File: src/rtl/muldiv_pkg.sv
// Shared encodings for the iterative RV32M multiply/divide unit:
// funct3 operation codes, FSM states and the iteration count.
package muldiv_pkg;

    localparam logic [2:0] OP_MUL    = 3'b000;
    localparam logic [2:0] OP_MULH   = 3'b001;
    localparam logic [2:0] OP_MULHSU = 3'b010;
    localparam logic [2:0] OP_MULHU  = 3'b011;
    localparam logic [2:0] OP_DIV    = 3'b100;
    localparam logic [2:0] OP_DIVU   = 3'b101;
    localparam logic [2:0] OP_REM    = 3'b110;
    localparam logic [2:0] OP_REMU   = 3'b111;

    localparam int ITERS = 32;

    typedef enum logic [1:0] {
        ST_IDLE = 2'd0,
        ST_RUN  = 2'd1,
        ST_DONE = 2'd2
    } state_t;

endpackage

File: src/rtl/muldiv_sign.sv
// Combinational sign handling: operand magnitudes and sign flags on entry,
// sign correction and result selection on exit.
module muldiv_sign
    import muldiv_pkg::*;
#(
    parameter int XLEN = 32
) (
    input  logic [2:0]      op_in,
    input  logic [XLEN-1:0] a_in,
    input  logic [XLEN-1:0] b_in,
    output logic [XLEN-1:0] mag_a,
    output logic [XLEN-1:0] mag_b,
    output logic            neg_res,
    output logic            neg_rem,
    input  logic [2:0]      op_lat,
    input  logic            neg_res_lat,
    input  logic            neg_rem_lat,
    input  logic [XLEN-1:0] hi,
    input  logic [XLEN-1:0] lo,
    output logic [XLEN-1:0] res_out
);

    logic                   a_sgn;
    logic                   b_sgn;
    logic                   a_neg;
    logic                   b_neg;
    logic signed [2*XLEN-1:0] prod_fix;
    logic signed [XLEN-1:0]   quot_fix;
    logic signed [XLEN-1:0]   rem_fix;

    always_comb begin
        // Divides: DIV/REM signed (op[0]=0). Multiplies: a signed unless MULHU, b signed for MUL/MULH.
        a_sgn   = op_in[2] ? ~op_in[0] : (op_in != OP_MULHU);
        b_sgn   = op_in[2] ? ~op_in[0] : ~op_in[1];
        a_neg   = a_sgn & a_in[XLEN-1];
        b_neg   = b_sgn & b_in[XLEN-1];
        mag_a   = a_neg ? -a_in : a_in;
        mag_b   = b_neg ? -b_in : b_in;
        neg_res = a_neg ^ b_neg;
        neg_rem = a_neg;
    end

    always_comb begin
        prod_fix = neg_res_lat ? -$signed({hi, lo}) : $signed({hi, lo});
        quot_fix = neg_res_lat ? -$signed(lo) : $signed(lo);
        rem_fix  = neg_rem_lat ? -$signed(hi) : $signed(hi);
        res_out  = '0;
        case (op_lat)
            OP_MUL:                       res_out = prod_fix[XLEN-1:0];
            OP_MULH, OP_MULHSU, OP_MULHU: res_out = prod_fix[2*XLEN-1:XLEN];
            OP_DIV, OP_DIVU:              res_out = quot_fix;
            OP_REM, OP_REMU:              res_out = rem_fix;
            default:                      res_out = '0;
        endcase
    end

endmodule

File: src/rtl/muldiv_unit.sv
// Iterative RV32M multiply/divide unit: FSM, iteration counter and a shared
// hi/lo shift datapath (shift-add multiply, restoring divide).
module muldiv_unit
    import muldiv_pkg::*;
#(
    parameter int XLEN = 32
) (
    input  logic            clk,
    input  logic            rst,
    input  logic            start,
    input  logic            kill,
    input  logic [2:0]      op,
    input  logic [XLEN-1:0] a,
    input  logic [XLEN-1:0] b,
    output logic            busy,
    output logic            valid,
    output logic [XLEN-1:0] result
);

    localparam logic [4:0] CNT_LAST = 5'(ITERS - 1);

    state_t          state_q, state_d;
    logic [4:0]      cnt_q, cnt_d;
    logic [XLEN-1:0] result_q, result_d;
    logic [2:0]      op_q, op_d;
    logic            neg_res_q, neg_res_d;
    logic            neg_rem_q, neg_rem_d;
    logic [XLEN-1:0] hi_q, hi_d;
    logic [XLEN-1:0] lo_q, lo_d;
    logic [XLEN-1:0] opb_q, opb_d;

    logic [XLEN-1:0] mag_a, mag_b;
    logic            neg_res_in, neg_rem_in;
    logic [XLEN-1:0] res_out;

    logic [XLEN-1:0] step_hi, step_lo;
    logic [XLEN:0]   mul_sum;
    logic [XLEN:0]   div_shift;
    logic [XLEN+1:0] div_diff;
    logic            div_ok;

    logic            div_zero, div_ovf, fast;
    logic [XLEN-1:0] fast_res;

    muldiv_sign #(.XLEN(XLEN)) u_sign (
        .op_in       (op),
        .a_in        (a),
        .b_in        (b),
        .mag_a       (mag_a),
        .mag_b       (mag_b),
        .neg_res     (neg_res_in),
        .neg_rem     (neg_rem_in),
        .op_lat      (op_q),
        .neg_res_lat (neg_res_q),
        .neg_rem_lat (neg_rem_q),
        .hi          (step_hi),
        .lo          (step_lo),
        .res_out     (res_out)
    );

    // Multiply: hi:lo holds partial product and shifting multiplier, opb the multiplicand.
    // Divide: hi is the partial remainder, lo shifts dividend out and quotient in, opb the divisor.
    always_comb begin
        mul_sum   = {1'b0, hi_q} + (lo_q[0] ? {1'b0, opb_q} : '0);
        div_shift = {hi_q, lo_q[XLEN-1]};
        div_diff  = {1'b0, div_shift} - {2'b00, opb_q};
        div_ok    = ~div_diff[XLEN+1];
        if (op_q[2]) begin
            step_hi = div_ok ? div_diff[XLEN-1:0] : div_shift[XLEN-1:0];
            step_lo = {lo_q[XLEN-2:0], div_ok};
        end else begin
            step_hi = mul_sum[XLEN:1];
            step_lo = {mul_sum[0], lo_q[XLEN-1:1]};
        end
    end

    always_comb begin
        div_zero = op[2] & (b == '0);
        div_ovf  = op[2] & ~op[0] & (a == {1'b1, {(XLEN-1){1'b0}}}) & (&b);
        fast     = div_zero | div_ovf;
        if (div_zero) begin
            fast_res = op[1] ? a : '1;
        end else begin
            fast_res = op[1] ? '0 : {1'b1, {(XLEN-1){1'b0}}};
        end
    end

    always_comb begin
        state_d   = state_q;
        cnt_d     = cnt_q;
        result_d  = result_q;
        op_d      = op_q;
        neg_res_d = neg_res_q;
        neg_rem_d = neg_rem_q;
        hi_d      = hi_q;
        lo_d      = lo_q;
        opb_d     = opb_q;
        case (state_q)
            ST_IDLE: begin
                if (start & ~kill) begin
                    op_d      = op;
                    neg_res_d = neg_res_in;
                    neg_rem_d = neg_rem_in;
                    cnt_d     = '0;
                    if (fast) begin
                        state_d  = ST_DONE;
                        result_d = fast_res;
                    end else begin
                        state_d = ST_RUN;
                        hi_d    = '0;
                        lo_d    = op[2] ? mag_a : mag_b;
                        opb_d   = op[2] ? mag_b : mag_a;
                    end
                end
            end
            ST_RUN: begin
                if (kill) begin
                    state_d = ST_IDLE;
                end else begin
                    hi_d  = step_hi;
                    lo_d  = step_lo;
                    cnt_d = cnt_q + 5'd1;
                    if (cnt_q == CNT_LAST) begin
                        state_d  = ST_DONE;
                        result_d = res_out;
                    end
                end
            end
            ST_DONE: state_d = ST_IDLE;
            default: state_d = ST_IDLE;
        endcase
    end

    always_ff @(posedge clk or posedge rst) begin
        if (rst) begin
            state_q  <= ST_IDLE;
            cnt_q    <= '0;
            result_q <= '0;
        end else begin
            state_q  <= state_d;
            cnt_q    <= cnt_d;
            result_q <= result_d;
        end
    end

    always_ff @(posedge clk) begin
        op_q      <= op_d;
        neg_res_q <= neg_res_d;
        neg_rem_q <= neg_rem_d;
        hi_q      <= hi_d;
        lo_q      <= lo_d;
        opb_q     <= opb_d;
    end

    assign busy   = (state_q != ST_IDLE);
    assign valid  = (state_q == ST_DONE) & ~kill;
    assign result = result_q;

endmodule
File: config.mk
export PLATFORM = sky130hd
export DESIGN_NAME = muldiv_unit
export DESIGN_NICKNAME = d
export VERILOG_FILES = /design/src/rtl/muldiv_pkg.sv /design/src/rtl/muldiv_sign.sv /design/src/rtl/muldiv_unit.sv
export SDC_FILE = /design/constraint.sdc
export NUM_CORES = 1
export LEC_CHECK = 0
export CAP_MARGIN = 20
export CORE_ASPECT_RATIO = 0.9
export CORE_MARGIN = 2
export CORE_UTILIZATION = 38
export CTS_BUF_LIST = sky130_fd_sc_hd__clkbuf_16
export CTS_CLUSTER_SIZE = 40
export DETAILED_ROUTE_END_ITERATION = 8
export PLACE_DENSITY = 0.6
export SKIP_CTS_REPAIR_TIMING = 1
export SYNTH_ARGS = -nofsm -noshare
export SYNTH_HDL_FRONTEND = slang
export SYNTH_SLANG_ARGS = --single-unit
File: constraint.sdc
create_clock -name clk -period 5.7 [get_ports clk]
set_input_delay 1.14 -clock clk [delete_from_list [all_inputs] [get_ports clk]]
set_output_delay 1.14 -clock clk [all_outputs]
set_load 0.01 [all_outputs]
==> reports/results.tsv <==
metric	value	unit
status	completed	
avgSynthCellArea	7.93	sq um
synth_top_area_cell	edfxtp_1	
instances_no_fill	2712	
drc	0	
synth_edf_count	101	
slew_viol_final	0	
yosysMostFrequentCell	nor2_1	
synth_nets	2157	
power_leakage	7.33	nW
root_buffer	clkbuf_16	
r2r_slack	290	ps
worstMarginPinSlew	1020	ps
worst-path-buf-inv	1	
dp_hpwl	56900	um
ys_types	98	
antenna_found_initial	6	
synth_area	16000	sq um
setup.worst_path.class	flip-flop to flip-flop	
fmaxAchievable	185	MHz
synthFlopType	edfxtp_1	
hold_viol	0	
path_clk_slew	70	ps
max_cap_violations	0	
relSlewSlack	31.8	%
holdPathEnd	cnt_q[4]	
ys_ff_latch	140	
clk_path_buf_depth	2	
fill_cells	4169	
setup_viol	0	
critPathMaxFanout	7	
drt-total-wl	71400	um
start_util	38.4	%
grt_overflow	0	
drtPass1Iterations	6	
fin_skew	14.9	ps
dp.cells	2676	
synth.area.top_cells	edfxtp_1, mux2i_1, dfrtp_1	
vias	17254	
worstReg2RegStart	hi_q[19]	
clkSinkCount	140	
boundaryPins	105	
die_w	220	um
initialDrtViolationCount	2090	
ys_seq_area_share	25.1	%
startpoint_type	flip-flop	
ir_worst_vdd	0.185	mV
clk_latency	470	ps
finalCriticalPeriod	5410	ps
ant_nets	0	
synthCells	2013	
end_kind	flip-flop	
yosysWarnings	0	
fp.dieH	198	um
crit_family	compound AO/OA/AOI/OAI gates	
vias_per_cell	6.36	
area_growth_syn_to_layout	18.1	%
cellPowerDensity	240	nW/um^2
crit_path_cell_trace	ha_1 -> a21oi_1 -> o211ai_1 -> a221oi_1 -> buf_4 -> o21a_4 -> nand3_1 -> o21ai_2 -> ha_1 -> o21ai_0 -> or4_1 -> or4_1 -> or3_4 -> o21a_1 -> a211oi_1 -> a41o_1 -> xor2_1 -> o21ai_0 -> a21o_1 -> a31oi_1	
fin_crit_sh	94.9	%
finalSetupTns	0	ps
critical_path_arrival	5800	ps
htree_levels	4	
slowest_delay	540	ps
grt_pass1_vias	15946	
hold_path.class	flip-flop to flip-flop	
critPathRequiredTime	6080	ps
whs_path_depth	1	
port_buffers	104	
cp_slowest_cell	or4_1	
routedWlPerCell	26.3	um
hp-start	cnt_q[4]	
synth_common_cells	nor2_1, a21oi_1, nand2_1	
fin_nets	2295	
grt_pass1_wl	105000	um
num_rows	71	
synth_top_area_share	19.0	%
seq_area	4010	sq um
grt_usage	32.8	%
core-area	41600	sq um
rr_worst_depth	20	
cts_buffers	17	
layout-drive-gt1-share	9.57	%
grt_max_degree	65	
tritoncts	built	
die-area	43700	sq um
total_power	4.52	mW
r2r_end	result[10]	
synthArstFlopShare	27.9	%
gp_congestion	1.04	
rsz0062_at_grt	false	
multi_input_area	11200	sq um
-- per-layer routing --
layer / global-route usage, % / vias up / wire [um]
li1: - / 7886 / -
met1: 45.9 / 8362 / 30900
met2: 48.9 / 873 / 30600
met3: 6.33 / 133 / 6730
met4: 13.9 / 0 / 3140
met5: 0 / - / 0
-- flip-flops by register name (all words and copies together) (netlist names), 2 cells and up --
register	count
cnt_q	5
hi_q	32
lo_q	32
op_q	3
opb_q	32
result	32
state_q	2
-- through the flow --
stage | hold slack, ps | setup WS [ps] | area (sq um) | util, %
floorplan | 473 | 37.9 | 16000 | -
global placement | 491 | 257 | 18200 | 43.7
detailed placement | 491 | 181 | 18200 | 43.7
CTS | 512 | 132 | 18800 | 45.2
global route | 540 | 13.3 | 18800 | 45.3
finish | 506 | 288 | 18800 | 45.3
-- worst max path at each step --
| stage | from | to | slack, ps | cells past startpoint |
|---|---|---|---|---|
| finish | hi_q[19] | result[10] | 290 | 20 |
| global placement | lo_q[0] | result[30] | 260 | 17 |
| floorplan | op_q[2] | result[28] | 40 | 20 |
| CTS | lo_q[0] | result[30] | 130 | 17 |
| detailed placement | lo_q[0] | result[30] | 180 | 17 |
| global route | hi_q[25] | result[10] | 10 | 19 |
-- worst register-to-register path, cell delays in order, from the launching register on --
cell and delay, ps:
edfxtp_1 420, ha_1 420, a21oi_1 330, o211ai_1 150
a221oi_1 340, buf_4 210, o21a_4 150, nand3_1 140
o21ai_2 160, ha_1 200, o21ai_0 120, or4_1 540
or4_1 510, or3_4 380, o21a_1 210, a211oi_1 240
a41o_1 280, xor2_1 150, o21ai_0 80, a21o_1 170
a31oi_1 150
-- cells in the final DEF (no fill, tap or decap), types with 14 or more instances in the layout --
| master | instances |
|---|---|
| o211ai_1 | 36 |
| and3_1 | 18 |
| nand2_1 | 150 |
| nor3_1 | 67 |
| nand3_1 | 38 |
| xnor2_1 | 80 |
| o22ai_1 | 14 |
| ha_1 | 71 |
| nand4_1 | 31 |
| a21oi_1 | 171 |
| nand2b_1 | 19 |
| or3_1 | 23 |
| clkdlybuf4s50_1 | 103 |
| inv_1 | 80 |
| nor2_1 | 202 |
| and2_1 | 46 |
| or4_1 | 18 |
| a21o_1 | 26 |
| nor4_1 | 21 |
| edfxtp_1 | 101 |
| a31oi_1 | 28 |
| o21ai_0 | 143 |
| buf_4 | 124 |
| dfrtp_1 | 39 |
| xor2_1 | 67 |
| mux2i_1 | 108 |
| o31ai_1 | 33 |
| nor2b_1 | 14 |
| o21a_1 | 19 |
| a211oi_1 | 14 |
| clkbuf_16 | 17 |
-- cell families (layout without fill, tap and decap cells) --
kind of cell,Yosys count,after routing,share of synthesized area [%]
other cells,0,1,0
xor+xnor,147,147,8.07
buf+inv,190,341,4.74
compound gates,635,635,26.2
simple gates,706,706,22.2
mux,122,122,7.88
flops,140,140,25.1
fa+ha+maj,73,73,5.82
-- area by class of cell --
| cell class | instances | area share, % |
|---|---|---|
| well taps | 547 | 3.63 |
| clock buffers | 17 | 2.26 |
| diodes | 1 | 0.0133 |
| flip-flops and latches | 140 | 21.3 |
| inverters | 82 | 1.63 |
| clock inverters | 15 | 1.12 |
| multi-input cells | 1683 | 59.7 |
| repair buffers | 227 | 10.4 |
-- power breakdown --
group / total, mW / switching, mW / internal, mW / leakage (nW)
combinational: 1.97 / 1.26 / 0.711 / 5.53
sequential: 1.28 / 0.0799 / 1.20 / 1.49
clock: 1.27 / 0.531 / 0.740 / 0.307
total: 4.52 / 1.87 / 2.65 / 7.33
Note: power is estimated with default switching activity, not from simulation.
